File: config.mk
export PLATFORM = sky130hd
export DESIGN_NAME = dual_debounce
export DESIGN_NICKNAME = d
export VERILOG_FILES = /design/src/rtl/dual_debounce.sv
export SDC_FILE = /design/constraint.sdc
export NUM_CORES = 1
export LEC_CHECK = 0
export BUFFER_PORTS_ARGS = -buffer_cell sky130_fd_sc_hd__buf_2
export CORE_UTILIZATION = 56
export DETAILED_ROUTE_END_ITERATION = 16
export PLACE_DENSITY_LB_ADDON = 0.1
export SYNTH_ARGS = -nofsm -noshare
export SYNTH_HDL_FRONTEND = slang
export SYNTH_SLANG_ARGS = --single-unit
File: constraint.sdc
create_clock -name clk -period 1.7 [get_ports clk]
set_clock_uncertainty 0.1 [all_clocks]
set_input_delay 0.34 -clock clk [delete_from_list [all_inputs] [get_ports clk]]
set_output_delay 0.34 -clock clk [all_outputs]
set_load 0.02 [all_outputs]
File: src/rtl/dual_debounce.sv
// dual_debounce: two-channel synchroniser + debouncer for the AND stage's a/b inputs.
// Ports: clk, rst_n (async, active-low), a_raw/b_raw in, a/b debounced out,
//   chg one-cycle change strobe (only with `define DUAL_DEBOUNCE_CHG_EN).
module dual_debounce #(
  parameter int SYNC_STAGES = 2,
  parameter int DB_CYCLES   = 4,
  parameter int CNT_W       = 8
) (
  input  logic clk,
  input  logic rst_n,
  input  logic a_raw,
  input  logic b_raw,
  output logic a,
  output logic b
`ifdef DUAL_DEBOUNCE_CHG_EN
  ,
  output logic chg
`endif
);

  localparam logic [CNT_W-1:0] CNT_LAST = CNT_W'(DB_CYCLES - 1);

  logic [1:0]             raw;
  logic [SYNC_STAGES-1:0] sync_q [2];
  logic [CNT_W-1:0]       cnt_q  [2];
  logic [1:0]             out_q;
  logic [1:0]             s;
  logic [1:0]             hit;

  assign raw = {b_raw, a_raw};
  assign a   = out_q[0];
  assign b   = out_q[1];

  // hit: the mismatch has lasted long enough to be accepted this edge
  always_comb begin
    s   = '0;
    hit = '0;
    for (int i = 0; i < 2; i++) begin
      s[i]   = sync_q[i][SYNC_STAGES-1];
      hit[i] = (s[i] != out_q[i]) && (cnt_q[i] == CNT_LAST);
    end
  end

  always_ff @(posedge clk or negedge rst_n) begin
    if (!rst_n) begin
      for (int i = 0; i < 2; i++) begin
        sync_q[i] <= '0;
        cnt_q[i]  <= '0;
      end
      out_q <= '0;
    end else begin
      for (int i = 0; i < 2; i++) begin
        sync_q[i] <= {sync_q[i][SYNC_STAGES-2:0], raw[i]};
        unique case (1'b1)
          (s[i] == out_q[i]): cnt_q[i] <= '0;
          hit[i]: begin
            cnt_q[i] <= '0;
            out_q[i] <= s[i];
          end
          default: cnt_q[i] <= cnt_q[i] + CNT_W'(1);
        endcase
      end
    end
  end

`ifdef DUAL_DEBOUNCE_CHG_EN
  // one pulse even when both channels flip on the same edge
  always_ff @(posedge clk or negedge rst_n) begin
    if (!rst_n) chg <= 1'b0;
    else        chg <= |hit;
  end
`endif

endmodule
* Word level (Yosys, flattened, before mapping)
Cells that the tools add are included.
** Storage, ports and cells
- Output and inout bits :: 2
- Register bits after elaboration :: 22
- Word-level logic and storage cells :: 20
- Memories kept :: 0
- Latch bits :: 0
- Bits in read-only memories :: 0
- Memory bits (writable) :: 0
- Input port bits :: 4
** Operators by class
- Equal/unequal tests :: 6
- $add $sub $neg :: 2
- Bitwise gates (word level) :: 0
- Div/mod/pow operators :: 0
- Shifts and indexed selects :: 0
- Order comparisons :: 0
- Multiplexer cells :: 2
- $mul :: 0
- Reductions and logical operators :: 4
** Operators by type and width (number)
- adder 8 x 1 -> 8 bit, second input constant :: 2
- == test 8 x 2 -> 1 bit, second input constant :: 2
- 2-to-1 mux 8 bit :: 2
- OR reduction 2 bit :: 2
- == test 1 bit :: 2
- logical AND 1 bit :: 2
- inequality test 1 bit :: 2

* Longest topological paths before layout
Gate-level depths: netlist (run 1).
- Word-level depth :: 4
- Gate-level depth with buffers :: 4

* Worst setup path before layout (run 1)
No wires, ideal clock.
- Path kind :: register to register
- Start :: register cnt_q[0] (netlist name)
- End :: register out_q[1]
- Stages on the path, launching flop included :: 5
- Library setup time :: 0.125 ns
- Period minus slack after synthesis :: 1.372 ns
- Data required time :: 1.475 ns
- Path buffers :: 0
- Setup slack :: 0.328 ns
- Arrival :: 1.147 ns
- Path through :: dfrtp_1 ha_1 nor4b_2 nand2_1 mux2_2
** On the way
- Word-level cells in the longest chain between the ends :: 2
** RTL lines
- from (decl) :: line 25 : logic [CNT_W-1:0] cnt_q [2];
- from (signal, indexed assignment) :: line 60 : default: cnt_q[i] <= cnt_q[i] + CNT_W'(1);
- == test 8 x 2 -> 1 bit :: line 40 : hit[i] = (s[i] != out_q[i]) && (cnt_q[i] == CNT_LAST);
- logical AND 1 bit :: line 40
- to (signal, indexed assignment) :: line 58 : out_q[i] <= s[i];
- to (decl) :: line 26 : logic [1:0] out_q;
No other way between the ends.
A chain may end at the register's enable or synchronous reset.

* Worst setup path in the final report (run 1)
- Start :: register cnt_q[10] (netlist name)
- End :: register out_q[0]
The elaborated chain is that of the path after synthesis.

==> results.txt, run 1 <==
----------------------------------------------------
[GRT]
  GR Util All Layers ... 20.42%
  Wire length of the first global-routing pass ... 2.635 mm
  Maximum number of pins on one net before global-route repair ... 23
  Vias in the first global route ... 604
  GR Overflow Total ... 0
  Antenna violations before repair ... 0

[Cells and area]
  Number of diodes added for antenna fixing ... 0
  Filler cell count ... 125
  Share of layout cells above drive strength 1 ... 14.74%
  Number of nets in the layout ... 102
  Area growth syn-to-layout ... 9.734%

[STA]
  RSZ-0062 raised after global routing ... false
  Number of setup violations in the final report ... 0
  Slew at the pin with the worst max-slew slack ... 477.4 ps
  Crit path setup slack, layout ... 187.8 ps
  Setup Total Neg Slack ... 0 ps
  Period Utilization, post-route ... 88.95%
  Fin crit period ... 1512 ps
  Worst hold margin ... 27.40 ps
  Fmax achieved ... 0.6613 GHz
  Final count of hold timing violations ... 0
  Final Max Slew Viols ... 0
  Worst relative slew slack ... 68.17%

[Drt]
  Mean number of vias per cell ... 5.640
  DR vias ... 626
  Average routed wire per standard cell ... 13.48 µm
  Post-detailed-routing wire length ... 1.496 mm
  First-pass iteration count of the detailed router ... 4
  Antenna-violating nets left ... 0
  DRC ... 0
  First-iteration detailed-routing DRC count ... 6

[Worst hold path]
  Hold path depth ... 1
  Start point of the worst hold path ... b_raw
  Endpoint with the worst hold slack ... sync_q[0]
  Worst hold path class ... primary input to flip-flop

[Critical path]
  Endpoint arrival time on the critical path ... 1610 ps
  Origin of the critical flop-to-flop path ... cnt_q[10]
  Critical path data required time ... 1800 ps
  Slack of the worst reg-to-reg path ... 190 ps
  Worst Setup Start Kind ... flip-flop
  CP endpoint kind ... flip-flop
  Worst reg2reg endpoint ... out_q[0]
  Largest driver fanout on the critical path ... 6
  Type of the setup path with the least slack ... flip-flop to flip-flop
  Path depth of the worst reg2reg path ... 3

[Yosys]
  Seq cells post-synth ... 22
  Distinct cells, synth ... 20
  Post-Syn Area per Cell ... 11.04 µm²
  Synth Net Count ... 91
  Number of cells produced by synthesis ... 85
  Cell area after synthesis ... 938.4 µm²
  Sequential area share after synthesis ... 58.67%
  Number of synthesis warnings ... 0

[Flow run]
  Max-capacitance violation count ... 0

[CTS]
  Clock-pin slew on the worst setup and hold paths ... 120 ps
  Clock Latency Late Sink ... 310 ps
  Cell at the root of the clock tree ... clkbuf_4
  TritonCTS clock tree ... built
  H-Tree Depth ... 1
  Number of buffers on the longest clock path ... 2
  Total of cells resized after clock tree synthesis ... 0
  CTS Buf Count ... 3
  Sinks on Clock Net ... 22

[Floorplanning]
  DIE AREA ... 1843 µm²
  Count of pins on the block boundary ... 6
  Die extent in y ... 42.94 µm
  Area of the core ... 1541 µm²
  Die X-Extent ... 42.94 µm
  Initial Utilization ... 60.88%
  Floorplan row count ... 14

[Power and ir drop]
  Worst vdd ir ... 848.8 µV
  Pwr Total ... 1311 µW
  Power density of the placed cells ... 1273 nW/µm²
  Leakage ... 0.0004457 µW

[Outcome]
  Status ... completed

[Place]
  Setup Slack @ Placement ... 198.8 ps
  Final RePlAce weighted congestion ... 0.7998
  Half-perimeter wire length after detailed placement ... 1.085 mm
  Count of buffers from port buffering ... 5

----------------------------------------------------
## synth_stat cells, drive strengths merged
cell	number	area, µm²
a21oi	6	33.78
nor4b	1	15.01
a31o	1	8.760
or3	6	37.54
mux2	2	22.52
xor2	3	26.28
nand2	3	11.26
nand4	2	12.51
o21ai	6	30.03
ha	2	25.02
nor2	11	41.29
nand3	8	40.04
inv	4	15.01
nor4	1	12.51
dfrtp	22	550.5
xnor2	5	43.79
nor3	1	5.000
a21o	1	7.510
## repair_timing
item	4_1_cts	5_1_grt
endpoints found under the hold margin	22	0
hold buffers	1	0
buffers inserted	0	0
## critical path: stages, from the launching register on
cell     delay, ps
dfrtp_1        470
nor4_2         360
nand3_1        130
mux2_1         340
## through the flow
| step | area, µm² | utilization (%) | cells |
|---|---|---|---|
| final | 1030 | 66.80 | 111 |
| after global routing | 1030 | 66.80 | 111 |
| after CTS | 1030 | 66.80 | 111 |
| after global placement | 983.4 | 63.80 | 106 |
| after detailed placement | 983.4 | 63.80 | 106 |
| after floorplan | 938.4 | - | 85 |
## cell type report
class                   instances  area, µm²  area share [%]
clock buffers                   4      36.28           3.524
inverters                       4      15.01           1.458
multi-input cells              59      372.9           36.21
flip-flops and latches         22      550.5           53.46
well taps                      16      20.02           1.944
repair buffers                  6      35.03           3.402
## sequential cells by signal, summed over array words and instances, names as in the netlist
register  flops
sync_q        2
s             2
cnt_q        16
out_q         2
## routing by layer
| metal | routed length (µm) | GRT usage, % |
|---|---|---|
| met1 | 760 | 30.55 |
| met2 | 621 | 27.27 |
| met4 | 31 | 12.73 |
| met5 | 0 | 0 |
| met3 | 82 | 3.830 |
## power breakdown
part	leakage, µW	internal, µW	total [µW]	switching, µW
Clock	0.0000210	131	286	155
Sequential	0.000290	604	690	85.6
Combinational	0.000135	138	335	197
## cells by family after synthesis
logic type	Yosys count	synth area share (%)
AOI/OAI and AO/OA	14	8.534
xor gates and xnor gates	8	7.467
adders and majority gates	2	2.666
buffers and inverters	4	1.600
and+or+nand+nor	33	18.67
muxes	2	2.400
DFF	22	58.67
## cells in the final DEF, fill, tap and decap left out
cell type | netlist | routed
mux2_2 | 1 | 1
buf_2 | 0 | 5
a21oi_2 | 1 | 1
clkbuf_4 | 0 | 3
a31o_2 | 1 | 1
inv_1 | 4 | 4
xor2_1 | 3 | 3
clkbuf_8 | 0 | 1
nand4_1 | 2 | 2
o21ai_0 | 6 | 6
nand2_1 | 3 | 3
or3_1 | 6 | 6
nor3_1 | 1 | 1
dfrtp_1 | 22 | 22
dlygate4sd3_1 | 0 | 1
ha_1 | 2 | 2
nand3_1 | 8 | 8
a21oi_1 | 5 | 5
nor2_1 | 11 | 11
nor4b_2 | 1 | 1
xnor2_1 | 5 | 5
a21o_1 | 1 | 1
mux2_1 | 1 | 1
nor4_2 | 1 | 1
## worst max path at each step
| stage | start | slack, ps | endpoint | cells past startpoint |
|---|---|---|---|---|
| finish | cnt_q[10] | 190 | out_q[0] | 3 |
| global route | cnt_q[10] | 120 | out_q[0] | 3 |
| CTS | cnt_q[10] | 210 | out_q[0] | 3 |
| detailed placement | cnt_q[10] | 200 | out_q[0] | 3 |
| global placement | cnt_q[0] | 270 | out_q[1] | 4 |
| floorplan | cnt_q[0] | 330 | out_q[1] | 4 |
No activity file was read; power rests on OpenSTA's default activity.
==> inputs of run 2 (changes only) <==
--- a/config.mk
+++ b/config.mk
@@ -5,8 +5,11 @@
 export SDC_FILE = /design/constraint.sdc
 export NUM_CORES = 1
 export LEC_CHECK = 0
+export ABC_AREA = 1
 export BUFFER_PORTS_ARGS = -buffer_cell sky130_fd_sc_hd__buf_2
-export CORE_UTILIZATION = 56
+export CELL_PAD_IN_SITES_DETAIL_PLACEMENT = 0
+export CELL_PAD_IN_SITES_GLOBAL_PLACEMENT = 1
+export CORE_UTILIZATION = 43
 export DETAILED_ROUTE_END_ITERATION = 16
 export PLACE_DENSITY_LB_ADDON = 0.1
 export SYNTH_ARGS = -nofsm -noshare
==> results.txt, run 2 <==
----------------------------------------------------
[Outcome]
  Status ... completed

[Critical path]
  CP endpoint kind ... flip-flop
  Critical path data required time ... 1800 ps (about the same)
  Library cell contributing the largest single delay on the critical path ... dfrtp_1
  Largest driver fanout on the critical path ... 8 (+2)
  Category of cells accounting for the largest share of critical-path delay ... simple AND/OR/NAND/NOR gates
  Buffer and inverter count on the worst path ... 0 (unchanged)
  Type of the setup path with the least slack ... flip-flop to flip-flop
  Endpoint arrival time on the critical path ... 1480 ps (-130 ps)
  Maximum cell stage delay along the critical path ... 410 ps (-60 ps)
  Chain of cells forming the critical path ... ha_1 -> nor3b_2 -> nand2_1 -> nand2_2 -> nor2_1
  Worst Setup Start Kind ... flip-flop

[GRT]
  Met2 usage ... 22.22% (-5.1 points)
  Vias in the first global route ... 670 (+11%)
  GR Util All Layers ... 15.68% (-4.7 points)
  Maximum number of pins on one net before global-route repair ... 23 (unchanged)
  Global routing met1 resource utilization ... 24.41% (-6.1 points)
  Antenna violations before repair ... 0 (unchanged)
  Busiest metal layer after global routing ... met1
  GR Overflow Total ... 0 (unchanged)
  Wire length of the first global-routing pass ... 2.994 mm (+14%)
  Met3 Usage GRT ... 1.818% (-2.0 points)

[Cells and area]
  Leading cell type in the layout, fill and taps excluded ... nand2_1
  Most frequent cells in the layout ... nand2_1 (34), nor2_1 (24), dfrtp_1 (22)
  Register with the most flip-flops ... cnt_q
  Number of diodes added for antenna fixing ... 0 (unchanged)
  Number of non-filler instances in the completed layout ... 159 (+43%)
  Largest register FFs ... 16 (unchanged)
  Share of layout cells above drive strength 1 ... 11.45% (-3.3 points)
  Area growth syn-to-layout ... 10.48%
  Number of nets in the layout ... 138 (+35%)
  Filler cell count ... 245 (+96%)

[STA]
  Final Max Slew Viols ... 0 (unchanged)
  Worst relative slew slack ... 67.82% (-0.35 points)
  Setup Total Neg Slack ... 0 ps (unchanged)
  Fmax achieved ... 0.7210 GHz (+9.0%)
  Number of setup violations in the final report ... 0 (unchanged)
  RSZ-0062 raised after global routing ... false
  Slew at the pin with the worst max-slew slack ... 482.8 ps (+5.315 ps)
  Period Utilization, post-route ... 81.58% (-7.4 points)
  Fin crit period ... 1387 ps (-125.3 ps)
  Final count of hold timing violations ... 0 (unchanged)

[Floorplanning]
  Die extent in y ... 50.58 µm (+18%)
  Count of pins on the block boundary ... 6 (unchanged)
  Floorplan row count ... 17 (+3)
  DIE AREA ... 2558 µm² (+39%)
  Initial Utilization ... 45.87% (-15 points)
  Area of the core ... 2212 µm² (+44%)
  Die X-Extent ... 50.58 µm (+18%)

[CTS]
  Clock Latency Late Sink ... 300 ps (about the same)
  H-Tree Depth ... 1 (unchanged)
  Sinks on Clock Net ... 22 (unchanged)
  Cell at the root of the clock tree ... clkbuf_4
  TritonCTS clock tree ... built
  Clock-pin slew on the worst setup and hold paths ... 120 ps (about the same)
  Total of cells resized after clock tree synthesis ... 0 (unchanged)
  CTS Buf Count ... 3 (unchanged)
  Number of buffers on the longest clock path ... 2 (unchanged)

[Yosys]
  Synth Net Count ... 127 (+40%)
  Post-Syn Area per Cell ... 8.386 µm² (-24%)
  Cell with the most instances after synthesis ... nand2_1
  Top flip-flop cell by instance count after synthesis ... dfrtp_1
  Biggest area consumer among synthesized cells ... dfrtp_1
  Portion of synthesized cell area occupied by the leading cell type ... 54.25% (-4.4 points)
  Sequential area share after synthesis ... 54.25% (-4.4 points)
  Number of synthesis warnings ... 0 (unchanged)
  Cell types with the largest area share after synthesis ... dfrtp_1 (54%), nand2_1 (13%), nor2_1 (8.9%), nand3_1 (4.4%), inv_1 (4.4%)
  Distinct cells, synth ... 14 (-30%)
  Cell area after synthesis ... 1015 µm² (+8.1%)
  Top cell types by occurrence after synthesis ... nand2_1 (34), nor2_1 (24), dfrtp_1 (22), inv_1 (12), nand3_1 (9)
  Number of cells produced by synthesis ... 121 (+42%)
  Async SR Flop Fraction ... 100.0% (unchanged)
  Seq cells post-synth ... 22 (unchanged)
  Number of enable flip-flop cells after synthesis ... 0 (unchanged)

[Worst hold path]
  Worst hold path class ... primary input to flip-flop

[Power and ir drop]
  Proportion of power drawn by combinational gates ... 24.2% (-1.4 points)
  Switching power ... 427.6 µW (-2.4%)
  Switching part of the total power ... 33.71% (+0.29 points)
  Share of total power in sequential cells ... 53.3% (+0.7 points)
  Clock share of power ... 22.5% (+0.7 points)
  Power density of the placed cells ... 1131 nW/µm² (-11%)
  Worst vdd ir ... 735.5 µV (-13%)
  Leakage ... 0.0005371 µW (+21%)
  Cell-internal power ... 840.9 µW (-3.7%)

[Drt]
  First-pass iteration count of the detailed router ... 4 (unchanged)
  First-iteration detailed-routing DRC count ... 23 (+17)
  DR vias ... 743 (+19%)
  Post-detailed-routing wire length ... 1.654 mm (+11%)
  Average routed wire per standard cell ... 10.40 µm (-23%)
  Mean number of vias per cell ... 4.673 (-17%)
  DRC ... 0 (unchanged)
  Antenna-violating nets left ... 0 (unchanged)

[Place]
  Half-perimeter wire length after detailed placement ... 1.245 mm (+15%)
  Count of buffers from port buffering ... 5 (unchanged)
  Final RePlAce weighted congestion ... 0.7098 (-11%)
  Number of placed instances with taps included ... 154 (+45%)

[Flow run]
  Max-capacitance violation count ... 0 (unchanged)

----------------------------------------------------
[run 2: cell types whose count changed in the layout (fill, tap and decap cells not counted), sizes merged, moves of 2 or more]
cell and change:
inv +8, or3 -6, nand2 +34, a21oi -6, mux2 -2, nor2 +15, o21ai -3, nand4 -2
o21bai +2, xnor2 -3
[run 2: worst paths after layout]
kind                                  end      start  cells past startpoint  slack, ps
worst max-delay path             cnt_q[7]   cnt_q[0]                      5        310
worst min-delay path            sync_q[2]      a_raw                      1         30
max in group asynchronous        cnt_q[2]      rst_n                      2        760
worst max register to register   cnt_q[7]   cnt_q[0]                      5        310
worst min register to register       s[1]  sync_q[0]                      0        260
min in group asynchronous       cnt_q[15]      rst_n                      2        410
[run 2: kinds of logic after synthesis]
kind of cell    Yosys count  share of synthesized area (%)
compound gates            5                          2.958
buf+inv                  12                          4.439
fa+ha+maj                 2                          2.466
flops                    22                          54.25
simple gates             74                          30.70
xor+xnor                  6                          5.179
[run 2: layout make-up]
type	instances	area [µm²]	area share (%)
clock buffer	4	36.28	3.237
inverter	12	45.04	4.018
multi-input combinational	87	419.2	37.39
sequential	22	550.5	49.11
tap	28	35.03	3.125
timing repair buffer	6	35.03	3.125
[run 2: per-layer routing]
metal  wire length (µm)  part of all wire (%)  up-vias
met5                  0                     0        -
met4                 13                  0.79        0
met3                 61                   3.7        2
met2                682                    41       15
met1                896                    54      332
li1                   -                     -      394
[run 2: metrics by stage]
stage / cell area (µm²) / setup slack, ps / util, % / hold WS (ps) / power [µW]
2_1_floorplan: 1015 / 451.2 / - / -55.59 / 904.4
3_3_place_gp: 1075 / 326.5 / 48.59 / 231.9 / 990.6
3_5_place_dp: 1075 / 294.0 / 48.59 / 234.4 / 999.0
4_1_cts: 1121 / 285.7 / 50.68 / 25.45 / 1280
5_1_grt: 1121 / 159.9 / 50.68 / 9.355 / 1373
6_report: 1121 / 313.1 / 50.68 / 29.92 / 1268
[run 2: power groups by stage]
stage	Clock, µW	Combinational, µW	Sequential, µW
final	285	307	676
after detailed placement	0	311	688
after global placement	0	308	683
after floorplan	0	204	700
after CTS	291	312	678
after global routing	316	365	692
[run 2: repair_timing]
action,4_1_cts,5_1_grt
buffers inserted,0,0
hold endpoints to repair,22,0
hold buffers,1,0
==> inputs of run 3 (changes only) <==
==> constraint.sdc (replaced) <==
create_clock -name clk -period 1.3 [get_ports clk]
set_clock_uncertainty 0.1 [all_clocks]
set_input_delay 0.26 -clock clk [delete_from_list [all_inputs] [get_ports clk]]
set_output_delay 0.26 -clock clk [all_outputs]
set_load 0.02 [all_outputs]
==> results.txt, run 3 (synthesis gave the netlist of run 2 again) <==
----------------------------------------------------
[Critical path]
  Worst Setup Start Kind ... flip-flop
  Chain of cells forming the critical path ... ha_2 -> nor3b_4 -> nand2_2 -> nand2_4 -> nor2_1
  Largest driver fanout on the critical path ... 8 (unchanged)
  Critical path data required time ... 1390 ps (-410 ps)
  Endpoint arrival time on the critical path ... 1390 ps (-90 ps)
  CP endpoint kind ... flip-flop
  Maximum cell stage delay along the critical path ... 380 ps (-30 ps)
  Type of the setup path with the least slack ... flip-flop to flip-flop
  Library cell contributing the largest single delay on the critical path ... dfrtp_1

[Drt]
  Average routed wire per standard cell ... 10.12 µm (-2.7%)
  Mean number of vias per cell ... 4.573 (-2.1%)
  DRC ... 0 (unchanged)
  Antenna-violating nets left ... 0 (unchanged)
  First-iteration detailed-routing DRC count ... 11 (-52%)
  DR vias ... 782 (+5.2%)
  Post-detailed-routing wire length ... 1.731 mm (+4.7%)
  First-pass iteration count of the detailed router ... 4 (unchanged)

[Floorplanning]
  Die X-Extent ... 50.58 µm (unchanged)
  Die extent in y ... 50.58 µm (unchanged)
  Area of the core ... 2212 µm² (unchanged)
  Floorplan row count ... 17 (unchanged)
  DIE AREA ... 2558 µm² (unchanged)
  Count of pins on the block boundary ... 6 (unchanged)
  Initial Utilization ... 45.87% (unchanged)

[STA]
  Number of setup violations in the final report ... 1 (+1)
  Period Utilization, post-route ... 100.2% (+19 points)
  Worst hold margin ... 265.2 ps (+235.3 ps)
  Final count of hold timing violations ... 0 (unchanged)
  Crit path setup slack, layout ... -2.382 ps (-315.5 ps)
  Final Max Slew Viols ... 0 (unchanged)
  Slew at the pin with the worst max-slew slack ... 472.3 ps (-10.50 ps)
  Fin crit period ... 1302 ps (-84.52 ps)
  RSZ-0062 raised after global routing ... true
  Worst relative slew slack ... 68.52% (+0.70 points)
  Fmax achieved ... 0.7678 GHz (+6.5%)

[CTS]
  Clock-pin slew on the worst setup and hold paths ... 110 ps (about the same)
  Cell at the root of the clock tree ... clkbuf_4
  Clock Latency Late Sink ... 290 ps (about the same)
  TritonCTS clock tree ... built
  CTS Buf Count ... 3 (unchanged)
  H-Tree Depth ... 1 (unchanged)
  Sinks on Clock Net ... 22 (unchanged)
  Number of buffers on the longest clock path ... 2 (unchanged)

[Cells and area]
  Number of nets in the layout ... 151 (+9.4%)
  Share of layout cells above drive strength 1 ... 23.08% (+12 points)
  Area growth syn-to-layout ... 24.04%
  Most frequent cells in the layout ... nand2_1 (31), nor2_1 (22), dfrtp_1 (22)
  Number of diodes added for antenna fixing ... 0 (unchanged)
  Largest register FFs ... 16 (unchanged)
  Register with the most flip-flops ... cnt_q
  Final cell area excluding filler cells ... 1259 µm² (+12%)
  Leading cell type in the layout, fill and taps excluded ... nand2_1

[Place]
  Count of buffers from port buffering ... 5 (unchanged)
  Final RePlAce weighted congestion ... 0.7222 (+1.7%)
  Half-perimeter wire length after detailed placement ... 1.232 mm (-1.0%)
  Cell area reported after detailed placement ... 1142 µm² (+6.3%)
  Setup Slack @ Placement ... -21.77 ps (-315.8 ps)

[GRT]
  Antenna violations before repair ... 0 (unchanged)
  GR Overflow Total ... 0 (unchanged)
  Wire length of the first global-routing pass ... 3.008 mm (+0.47%)
  Met2 usage ... 24.22% (+2.0 points)
  GR Util All Layers ... 15.62% (-0.054 points)
  Met3 Usage GRT ... 1.818% (unchanged)
  Global routing met1 resource utilization ... 22.50% (-1.9 points)
  Vias in the first global route ... 726 (+8.4%)
  Busiest metal layer after global routing ... met2
  Maximum number of pins on one net before global-route repair ... 23 (unchanged)

[Outcome]
  Violations in the final reports ... negative setup slack
  Status ... finished with violations

[Power and ir drop]
  Power density of the placed cells ... 1413 nW/µm² (+25%)
  Leakage ... 0.0005964 µW (+11%)
  Worst vdd ir ... 1024 µV (+39%)

[Worst hold path]
  Worst hold path class ... flip-flop to flip-flop

[Flow run]
  Max-capacitance violation count ... 0 (unchanged)

----------------------------------------------------
## run 3: cell count changes in the layout (fill, tap and decap cells not counted), moves of 2 or more
cell,change
nor2_1,-2
nor2_2,+2
nand2_4,+2
nand2_1,-3
dlygate4sd3_1,+2
ha_1,-2
buf_4,+11
## run 3: metal layers
metal | wire [µm] | share of wire [%]
met5 | 0 | 0
met4 | 13 | 0.75
met3 | 63 | 3.6
met2 | 803 | 46
met1 | 850 | 49
## run 3: layout make-up
| cell class | count | area [µm²] |
|---|---|---|
| Fill cell | 206 | 953.4 |
| Timing Repair Buffer | 19 | 137.6 |
| Tap cell | 28 | 35.03 |
| Multi-Input combinational cell | 87 | 467.9 |
| Inverter | 12 | 45.04 |
| Sequential cell | 22 | 550.5 |
| Clock buffer | 3 | 22.52 |
## run 3: where the power goes
| part | internal, µW | total, µW | switching, µW |
|---|---|---|---|
| Sequential | 785 | 877 | 92.2 |
| Clock | 108 | 290 | 182 |
| Combinational | 272 | 611 | 339 |
| Total | 1160 | 1780 | 614 |
## run 3: repair_timing
item / in CTS / in global routing
pin swaps: 1 / 7
gates resized for setup: 5 / 7
endpoints found under the setup margin: 16 / 18
hold endpoints to repair: 24 / 0
setup buffers: 0 / 2
hold buffers: 3 / 0
## run 3: worst max-delay path, delay by kind of cell (launching register included)
family,cells,cell delay (ps)
adder cells (fa/ha/maj),1,220
flip-flops,1,380
AND/OR/NAND/NOR,4,500
## run 3: path summary, 6_finish.rpt
path / start / endpoint / slack [ps] / cells after the start
min: sync_q[0] / s[1] / 270 / 0
min reg2reg: sync_q[0] / s[1] / 270 / 0
max in group asynchronous: rst_n / cnt_q[0] / 440 / 2
max reg2reg: cnt_q[1] / cnt_q[7] / -2 / 5
max: cnt_q[1] / cnt_q[7] / -2 / 5
min in group asynchronous: rst_n / cnt_q[12] / 340 / 2
## run 3: through the flow
stage | total power (µW) | util (%) | TNS, ps | std cells
2_1_floorplan | 1183 | - | 0 | 121
3_3_place_gp | 1375 | 51.64 | -21.48 | 163
3_5_place_dp | 1393 | 51.64 | -150.0 | 163
4_1_cts | 1726 | 54.92 | 0 | 169
5_1_grt | 1895 | 56.90 | -550.4 | 171
6_report | 1779 | 56.90 | -2.382 | 171
